<file path="src/rtl/hazard_control_unit.sv">
// rtl/hazard_control_unit.sv - pipeline stall/flush/bubble control with load, multicycle and branch hazards
module hazard_control_unit #(
  parameter int REG_AW      = 5,
  parameter int LOAD_LAT    = 1,
  parameter int FLUSH_DEPTH = 1,
  parameter int CNT_W       = 16
) (
  input  logic              clk,
  input  logic              reset,
  input  logic              branch_taken,
  input  logic [REG_AW-1:0] rs1_id,
  input  logic [REG_AW-1:0] rs2_id,
  input  logic              rs1_used,
  input  logic              rs2_used,
  input  logic [REG_AW-1:0] rd_ex,
  input  logic              mem_read_ex,
  input  logic              mc_start,
  input  logic              mc_done,
  output logic              pc_write,
  output logic              if_id_write,
  output logic              id_ex_hold,
  output logic              control_sel,
  output logic              ex_mem_bubble,
  output logic              flush_if_id,
  output logic [CNT_W-1:0]  stall_count,
  output logic [CNT_W-1:0]  flush_count
);

  typedef enum logic [1:0] {IDLE, MC_BUSY, FLUSH} state_t;

  state_t     state, state_nxt;
  logic [1:0] flush_cnt, flush_cnt_nxt;
  logic       pend_hz;
  logic       load_hz;

  // Register r is a hazard for the ID instruction only if it is really read and is not x0.
  function automatic logic src_match(input logic used, input logic [REG_AW-1:0] rs,
                                     input logic [REG_AW-1:0] r);
    return used && (rs == r) && (r != '0);
  endfunction

  // Loads that left EX recently but whose data is still not forwardable to ID.
  generate
    if (LOAD_LAT > 1) begin : g_pend
      localparam int PD = LOAD_LAT - 1;
      logic [PD-1:0]     pend_v;
      logic [REG_AW-1:0] pend_a [PD];

      // Unconditional shift; a load issued while the multicycle unit is busy is frozen, not advancing.
      always_ff @(posedge clk) begin
        if (reset) begin
          pend_v <= '0;
          for (int k = 0; k < PD; k++) pend_a[k] <= '0;
        end else begin
          pend_v[0] <= mem_read_ex && (rd_ex != '0) && (state != MC_BUSY);
          pend_a[0] <= rd_ex;
          for (int k = 1; k < PD; k++) begin
            pend_v[k] <= pend_v[k-1];
            pend_a[k] <= pend_a[k-1];
          end
        end
      end

      // Any in-flight load whose destination the ID instruction reads.
      always_comb begin
        pend_hz = 1'b0;
        for (int k = 0; k < PD; k++) begin
          if (pend_v[k] && (src_match(rs1_used, rs1_id, pend_a[k]) ||
                            src_match(rs2_used, rs2_id, pend_a[k])))
            pend_hz = 1'b1;
        end
      end
    end else begin : g_nopend
      assign pend_hz = 1'b0;
    end
  endgenerate

  assign load_hz = (mem_read_ex && (src_match(rs1_used, rs1_id, rd_ex) ||
                                    src_match(rs2_used, rs2_id, rd_ex))) || pend_hz;

  // State and flush-length register.
  always_ff @(posedge clk) begin
    if (reset) begin
      state     <= IDLE;
      flush_cnt <= '0;
    end else begin
      state     <= state_nxt;
      flush_cnt <= flush_cnt_nxt;
    end
  end

  // Next state and outputs, highest-priority hazard first.
  always_comb begin
    state_nxt     = state;
    flush_cnt_nxt = flush_cnt;
    pc_write      = 1'b1;
    if_id_write   = 1'b1;
    id_ex_hold    = 1'b0;
    control_sel   = 1'b0;
    ex_mem_bubble = 1'b0;
    flush_if_id   = 1'b0;
    if (reset) begin
      state_nxt     = IDLE;
      flush_cnt_nxt = '0;
    end else if (state == MC_BUSY || (mc_start && !branch_taken)) begin
      pc_write      = 1'b0;
      if_id_write   = 1'b0;
      id_ex_hold    = 1'b1;
      ex_mem_bubble = 1'b1;
      flush_cnt_nxt = '0;
      state_nxt     = mc_done ? IDLE : MC_BUSY;
    end else if (branch_taken) begin
      control_sel = 1'b1;
      flush_if_id = 1'b1;
      if (FLUSH_DEPTH > 1) begin
        state_nxt     = FLUSH;
        flush_cnt_nxt = 2'(FLUSH_DEPTH - 1);
      end else begin
        state_nxt     = IDLE;
        flush_cnt_nxt = '0;
      end
    end else if (state == FLUSH) begin
      control_sel   = 1'b1;
      flush_if_id   = 1'b1;
      flush_cnt_nxt = flush_cnt - 2'd1;
      if (flush_cnt <= 2'd1) state_nxt = IDLE;
    end else if (load_hz) begin
      pc_write    = 1'b0;
      if_id_write = 1'b0;
      control_sel = 1'b1;
    end
  end

  // Saturating performance counters.
  always_ff @(posedge clk) begin
    if (reset) begin
      stall_count <= '0;
      flush_count <= '0;
    end else begin
      if (!pc_write && (stall_count != {CNT_W{1'b1}})) stall_count <= stall_count + CNT_W'(1);
      if (flush_if_id && (flush_count != {CNT_W{1'b1}})) flush_count <= flush_count + CNT_W'(1);
    end
  end

endmodule
</file>
<file path="config.mk">
export PLATFORM = sky130hd
export DESIGN_NAME = hazard_control_unit
export DESIGN_NICKNAME = d
export VERILOG_FILES = /design/src/rtl/hazard_control_unit.sv
export SDC_FILE = /design/constraint.sdc
export NUM_CORES = 1
export LEC_CHECK = 0
export BUFFER_PORTS_ARGS = -buffer_cell sky130_fd_sc_hd__buf_2
export CORE_MARGIN = 1
export CORE_UTILIZATION = 49
export DETAILED_ROUTE_END_ITERATION = 12
export GPL_TIMING_DRIVEN = 0
export PLACE_DENSITY = 0.91
export SLEW_MARGIN = 10
export SYNTH_ARGS = -nofsm -noshare
export SYNTH_HDL_FRONTEND = slang
export SYNTH_SLANG_ARGS = --single-unit
</file>
<file path="constraint.sdc">
create_clock -name clk -period 2.8 [get_ports clk]
set_input_delay 0.14 -clock clk [delete_from_list [all_inputs] [get_ports clk]]
set_output_delay 0.14 -clock clk [all_outputs]
set_load 0.02 [all_outputs]
</file>
==> key figures, run 1 <==
STA
  – Slew at the pin with the worst max-slew slack: between 500 and 600 ps
  – Final critical-path setup slack: 482 ps
  – Final count of hold timing violations: 0
  – RSZ-0062 raised after global routing: no
  – Max-slew violation total from the final report: 0
  – Accumulated negative setup slack: 0 ps
  – Timing-limited maximum frequency: 431 MHz
  – Final critical-path required period: around 2300 ps
  – Smallest hold slack: 224 ps
  – Setup violations, final: 0
  – Clock tree skew after final layout: roughly 8.7 ps
  – Final clock period utilization by the worst path: just over 80%
  – Relative slew slack: 63.4%

Synthesis
  – Share of Yosys cell area claimed by the top area cell type: 37.9%
  – Post-synth top area cell: dfxtp_1
  – FF+latch count, synth: 33
  – Ys async rst share: 0%
  – Netlist area before placement: about 0.0017 mm²
  – Dominant register cell in the synthesized netlist: dfxtp_1
  – Top cells by area, synth: dfxtp_1, xor2_1, nor2_1
  – Synthesis warning total: 0
  – Library cells used by synthesis: 39
  – Average size of a mapped cell: 8.38 µm²
  – Sequential element share of the synthesized area: 37.9%
  – Number of enable-type register cells in the synthesized netlist: 0
  – Gate count after technology mapping: roughly 210
  – Nets in the synthesized netlist: between 200 and 250

Hold path
  – Depth of the worst hold-timing path: 3
  – Class of the tightest hold or removal check: in -> reg
  – Beginning of the worst hold path: reset
  – Hold Crit Endpoint: stall_count[11]

Setup path
  – Required arrival time at the worst endpoint: roughly 3000 ps
  – Critical path class: reg -> reg
  – R2r startpoint: stall_count[0]
  – Start point of the critical path: stall_count[0]
  – Setup slack on the worst flop-to-flop path: 480 ps
  – Critical Path, Cell by Cell: ha_1, nand4_1, nor4_1, nor2_1, o21ba_2, buf_2, buf_2, mux2i_1, nor2_1
  – Worst path bufs/invs: 2
  – Critical path startpoint category: flip-flop
  – CP peak stage delay: between 400 and 500 ps
  – Nature of the critical path endpoint: flip-flop
  – CP max stage cell: dfxtp_1
  – Top fanout value on the critical path: 10
  – Dominant delay contributor by cell family on the critical path: simple AND/OR/NAND/NOR gates
  – Data arrival time of the critical path: 2520 ps
  – Critical R2R Capture: stall_count[1]
  – Depth of the most critical reg-to-reg path: 9

Die
  – Standard-cell rows: 21
  – Total die area: 0.00380 mm²
  – Die W: around 60 µm
  – Starting density of the core: 51.8%
  – Number of top-level design ports: 61
  – Die height: 61.6 µm
  – Core area: roughly 0.0034 mm²

Placement
  – DP Area: ~0.0021 mm²
  – Post-DP HPWL: about 3100 µm
  – PortBufs: 60
  – Gp weighted congestion: approximately 0.79
  – Number of placed instances, taps included: 314
  – Post-placement worst setup slack: 495 ps

CTS
  – Postcts setup bufs: 0
  – CTS resizes: 0
  – Skew-Pair Late Insertion Delay: roughly 320 ps
  – Number of sinks on the clock net: 33
  – CTS tree: built
  – Number of buffers added to fix hold violations after cts: 1
  – Count of H-tree levels built during CTS: 2
  – Clock root buffer: clkbuf_4
  – Clock buffer count from CTS: 5
  – Maximum buffer depth of the clock tree: 2
  – Clock-pin transition on the worst setup and hold timing paths: 90 ps

Layout
  – Area of combinational cells with multiple inputs: 996 µm²
  – Register cell area after layout: approximately 660 µm²
  – Number of antenna repair diodes: 0
  – Fraction of layout instances using a drive strength above 1: 27.5%
  – Total of fill cells in the finished design: 333
  – Final net count: 301
  – Finished Core Util: between 60 and 70%
  – Fin cells: between 300 and 400
  – Area grow syn2layout: 24.3%
  – Final Instance Area: 0.00217 mm²

Routing
  – Sum of met3 wire segment lengths after detailed routing: 237 µm
  – Total via count after detailed routing: 1757
  – Post-Route M1 WL: approximately 1700 µm
  – Final wirelength: 4010 µm
  – Routed len/inst: 12.4 µm
  – Remaining DRCs: 0
  – Vias per inst: 5.46
  – Met2 WL post-DR: 2010 µm
  – Number of violations reported at the end of detailed-routing iteration 0: 111
  – Uppermost layer routed: met4
  – First-pass DRT Iterations: 4
  – Remaining antenna violation count: 0

Flow run
  – Max-Cap Viols: 0

GRT
  – Gr usage total: 23.0%
  – Vias in the first global route: 1507
  – Pin count of the biggest net entering global routing: 11
  – Antenna violations before repair: 0
  – Remaining Overflow, GRT: 0
  – First-pass GRT wire length: 6470 µm

Power and ir drop
  – Peak supply drop: 251 µV
  – Total power draw: 0.840 mW
  – Reported leakage power: 0.909 nW
  – Power density normalized to cell area: 388 mW/mm²

Status
  – Result of the run: finished clean
logic make-up after synthesis:
family | after synthesis | synth area share [%]
and+or+nand+nor | 95 | 28.0
DFF | 33 | 37.9
AOI/OAI and AO/OA | 31 | 12.7
xor gates and xnor gates | 25 | 12.6
buffers and inverters | 18 | 4.95
muxes | 4 | 2.44
adders and majority gates | 2 | 1.44
layout by cell type (no fill, tap or decap), types with 5 or more instances in the layout:
| master | n |
|---|---|
| buf_2 | 62 |
| dfxtp_1 | 33 |
| nor2_1 | 29 |
| xor2_1 | 17 |
| nand2_1 | 12 |
| nand3_1 | 12 |
| inv_1 | 9 |
| xnor2_1 | 8 |
| nand4_1 | 8 |
| nor4_1 | 7 |
| or4_1 | 6 |
| a21oi_1 | 6 |
| nor3_1 | 5 |
| or3_1 | 5 |
| clkbuf_4 | 5 |
Yosys cell counts, types with 3 or more instances:
library cell,number
dfxtp_1,33
nor2_1,29
xor2_1,17
nand2_1,12
nand3_1,12
inv_1,9
nand4_1,8
xnor2_1,8
nor4_1,7
a21oi_1,6
or4_1,6
nor3_1,5
or3_1,5
o21ai_0,4
o311ai_0,4
o31ai_1,4
o41ai_1,4
and3_1,3
clkbuf_1,3
nor2b_1,3
worst register-to-register path, cell delays in order, from the launching register on:
cell and delay (ps):
dfxtp_1 420, ha_1 260, nand4_1 130, nor4_1 270, nor2_1 60, o21ba_2 320
buf_2 230, buf_2 260, mux2i_1 200, nor2_1 50
where the power goes:
group / switching (mW) / internal [mW] / total (mW)
Combinational: 0.0531 / 0.0381 / 0.0913
Sequential: 0.00589 / 0.473 / 0.479
Clock: 0.151 / 0.119 / 0.269
Total: 0.210 / 0.630 / 0.840
worst max path at each step:
stage / endpoint / slack [ps] / cells after the start
floorplan: stall_count[14] / 620 / 7
global placement: stall_count[1] / 540 / 9
detailed placement: stall_count[1] / 500 / 9
CTS: stall_count[1] / 480 / 9
global route: stall_count[1] / 270 / 9
finish: stall_count[1] / 480 / 9
flip-flops by register name (all words and copies together) (netlist names):
name and cells:
stall_count 16, state 1, flush_count 16
layer usage:
metal | GRT usage, % | up-vias
li1 | - | 892
met1 | 27.2 | 810
met2 | 40.4 | 53
met3 | 6.30 | 2
met4 | 6.67 | 0
met5 | 0 | -
layout make-up:
| class | count | share of cell area [%] |
|---|---|---|
| inverter | 9 | 1.56 |
| tap | 46 | 2.66 |
| sequential | 33 | 30.5 |
| timing repair buffer | 61 | 14.3 |
| multi-input combinational | 157 | 46.0 |
| buffer | 9 | 2.43 |
| clock buffer | 7 | 2.54 |
Power figures use the tool's default switching activity.
==> run 2, diff against run 1 <==
==> constraint.sdc (replaced) <==
create_clock -name clk -period 2.2 [get_ports clk]
set_input_delay 0.11 -clock clk [delete_from_list [all_inputs] [get_ports clk]]
set_output_delay 0.11 -clock clk [all_outputs]
set_load 0.02 [all_outputs]
==> key figures, run 2 (same netlist as run 1, synthesis figures left out) <==
STA
  – Accumulated negative setup slack: 0 ps
  – Max-slew violation total from the final report: 0
  – Timing-limited maximum frequency: between 400 and 500 MHz
  – Final critical-path required period: 2150 ps
  – Clock tree skew after final layout: approximately 12 ps
  – Final clock period utilization by the worst path: 97.9%
  – Slew at the pin with the worst max-slew slack: between 500 and 600 ps
  – Smallest hold slack: 186 ps
  – Setup violations, final: 0
  – Relative slew slack: 63.0%
  – Final count of hold timing violations: 0
  – RSZ-0062 raised after global routing: yes

Flow run
  – Max-Cap Viols: 0

Placement
  – PortBufs: 60
  – Gp weighted congestion: 0.795
  – DP Area: 0.00210 mm²
  – Post-DP HPWL: approximately 3100 µm
  – Number of placed instances, taps included: around 310

Power and ir drop
  – Switching power as a share of total power: between 20% and 30%
  – Switch Pwr: 0.272 mW
  – Power density normalized to cell area: 479 mW/mm²
  – Internal power component: 0.799 mW
  – Total power draw: between 1 and 1.5 mW
  – Peak supply drop: between 300 and 400 µV
  – Reported leakage power: approximately 0.94 nW
  – Logic gate share of total power: 11.2%
  – Clock network fraction of total power: about 32%
  – Sequential Power Share: between 50% and 60%

GRT
  – Met1 Use GR: around 27%
  – Gr usage total: roughly 23%
  – GR met2 Demand/Resource: approximately two fifths
  – Global routing's busiest layer: met2
  – First-pass GRT wire length: 6470 µm
  – GRT met3 Usage: 6.30%
  – Pin count of the biggest net entering global routing: 11
  – Remaining Overflow, GRT: 0
  – Vias in the first global route: around 1500
  – Antenna violations before repair: 0

CTS
  – Clock buffer count from CTS: 5
  – Clock-pin transition on the worst setup and hold timing paths: approximately 90 ps
  – Number of sinks on the clock net: 33
  – Clock root buffer: clkbuf_4
  – Skew-Pair Late Insertion Delay: 340 ps
  – Count of H-tree levels built during CTS: 2
  – CTS tree: built
  – Maximum buffer depth of the clock tree: 2

Setup path
  – Critical path class: reg -> reg
  – Top fanout value on the critical path: 8
  – Required arrival time at the worst endpoint: 2430 ps
  – Nature of the critical path endpoint: flip-flop
  – Data arrival time of the critical path: 2380 ps
  – Critical path startpoint category: flip-flop

Routing
  – Remaining antenna violation count: 0
  – Remaining DRCs: 0
  – Final wirelength: 4080 µm
  – Total via count after detailed routing: 1753
  – First-pass DRT Iterations: 4
  – Routed len/inst: 12.6 µm
  – Number of violations reported at the end of detailed-routing iteration 0: 95
  – Vias per inst: 5.41

Die
  – Standard-cell rows: 21
  – Total die area: 0.00380 mm²
  – Die height: 61.6 µm
  – Core area: 0.00336 mm²
  – Number of top-level design ports: 61
  – Starting density of the core: between 50% and 60%
  – Die W: just over 60 µm

Status
  – Result of the run: finished clean

Layout
  – Final Instance Area: roughly 0.0022 mm²
  – Final net count: roughly 300
  – Largest registers: flush_count (16), stall_count (16), state (1)
  – Fin cells: 324
  – Fraction of layout instances using a drive strength above 1: between 30% and 40%
  – Most frequent cells in the layout: buf_2, nor2_1, dfxtp_1, xor2_1
  – Leading cell type in the layout, fill and taps excluded: buf_2
  – Number of antenna repair diodes: 0
  – Area grow syn2layout: 28.4%

Hold path
  – Class of the tightest hold or removal check: in -> reg
-- run 2: cell count changes in the layout (fill, tap and decap cells not counted), sizes merged --
cell,before,now
buf,65,67
-- run 2: worst paths after layout --
| path | start | endpoint | slack, ps | cells past startpoint |
|---|---|---|---|---|
| hold / removal | reset | stall_count[11] | 190 | 3 |
| setup reg to reg | stall_count[0] | stall_count[11] | 50 | 7 |
| setup / recovery | stall_count[0] | stall_count[11] | 50 | 7 |
| hold reg to reg | stall_count[4] | stall_count[4] | 490 | 1 |
-- run 2: power groups by stage --
stage | sequential (mW) | combinational (mW) | clock, mW
6_report | 0.605 | 0.119 | 0.347
5_1_grt | 0.606 | 0.135 | 0.381
4_1_cts | 0.610 | 0.118 | 0.353
3_5_place_dp | 0.623 | 0.116 | 0
3_3_place_gp | 0.623 | 0.112 | 0
2_1_floorplan | 0.627 | 0.0619 | 0
-- run 2: stage by stage --
stage               setup WS (ps)  util [%]
finish                       45.2      66.6
global route                -59.3      66.6
CTS                        0.0675      64.8
detailed placement           -105      62.5
global placement            -64.2      62.5
floorplan                    22.8         -
-- run 2: per-layer routing --
metal | wire (µm) | vias up
li1 | - | 892
met4 | 29 | 0
met2 | 2030 | 51
met1 | 1810 | 807
met3 | 216 | 3
met5 | 0 | -
-- run 2: what timing repair did --
item / 4_1_cts / 5_1_grt
hold buffers: 1 / 0
gates resized for setup: 5 / 16
endpoints found under the setup margin: 12 / 18
buffers inserted: 0 / 3
hold endpoints to repair: 1 / 0
-- run 2: critical path, cell delays in order (launching register included) --
cell and delay, ps:
dfxtp_2 350, ha_2 210, nand4_1 120, nor4_2 50
or4_1 410, o21ba_4 240, nor4_1 290, mux2_2 370
-- run 2: area by class of cell --
type / instances / area (µm²)
clock buffer: 7 / 55.1
sequential: 33 / 679
multi-input combinational: 157 / 1030
buffer: 8 / 52.6
inverter: 9 / 33.8
fill: 321 / 1120
timing repair buffer: 64 / 333
tap: 46 / 57.6
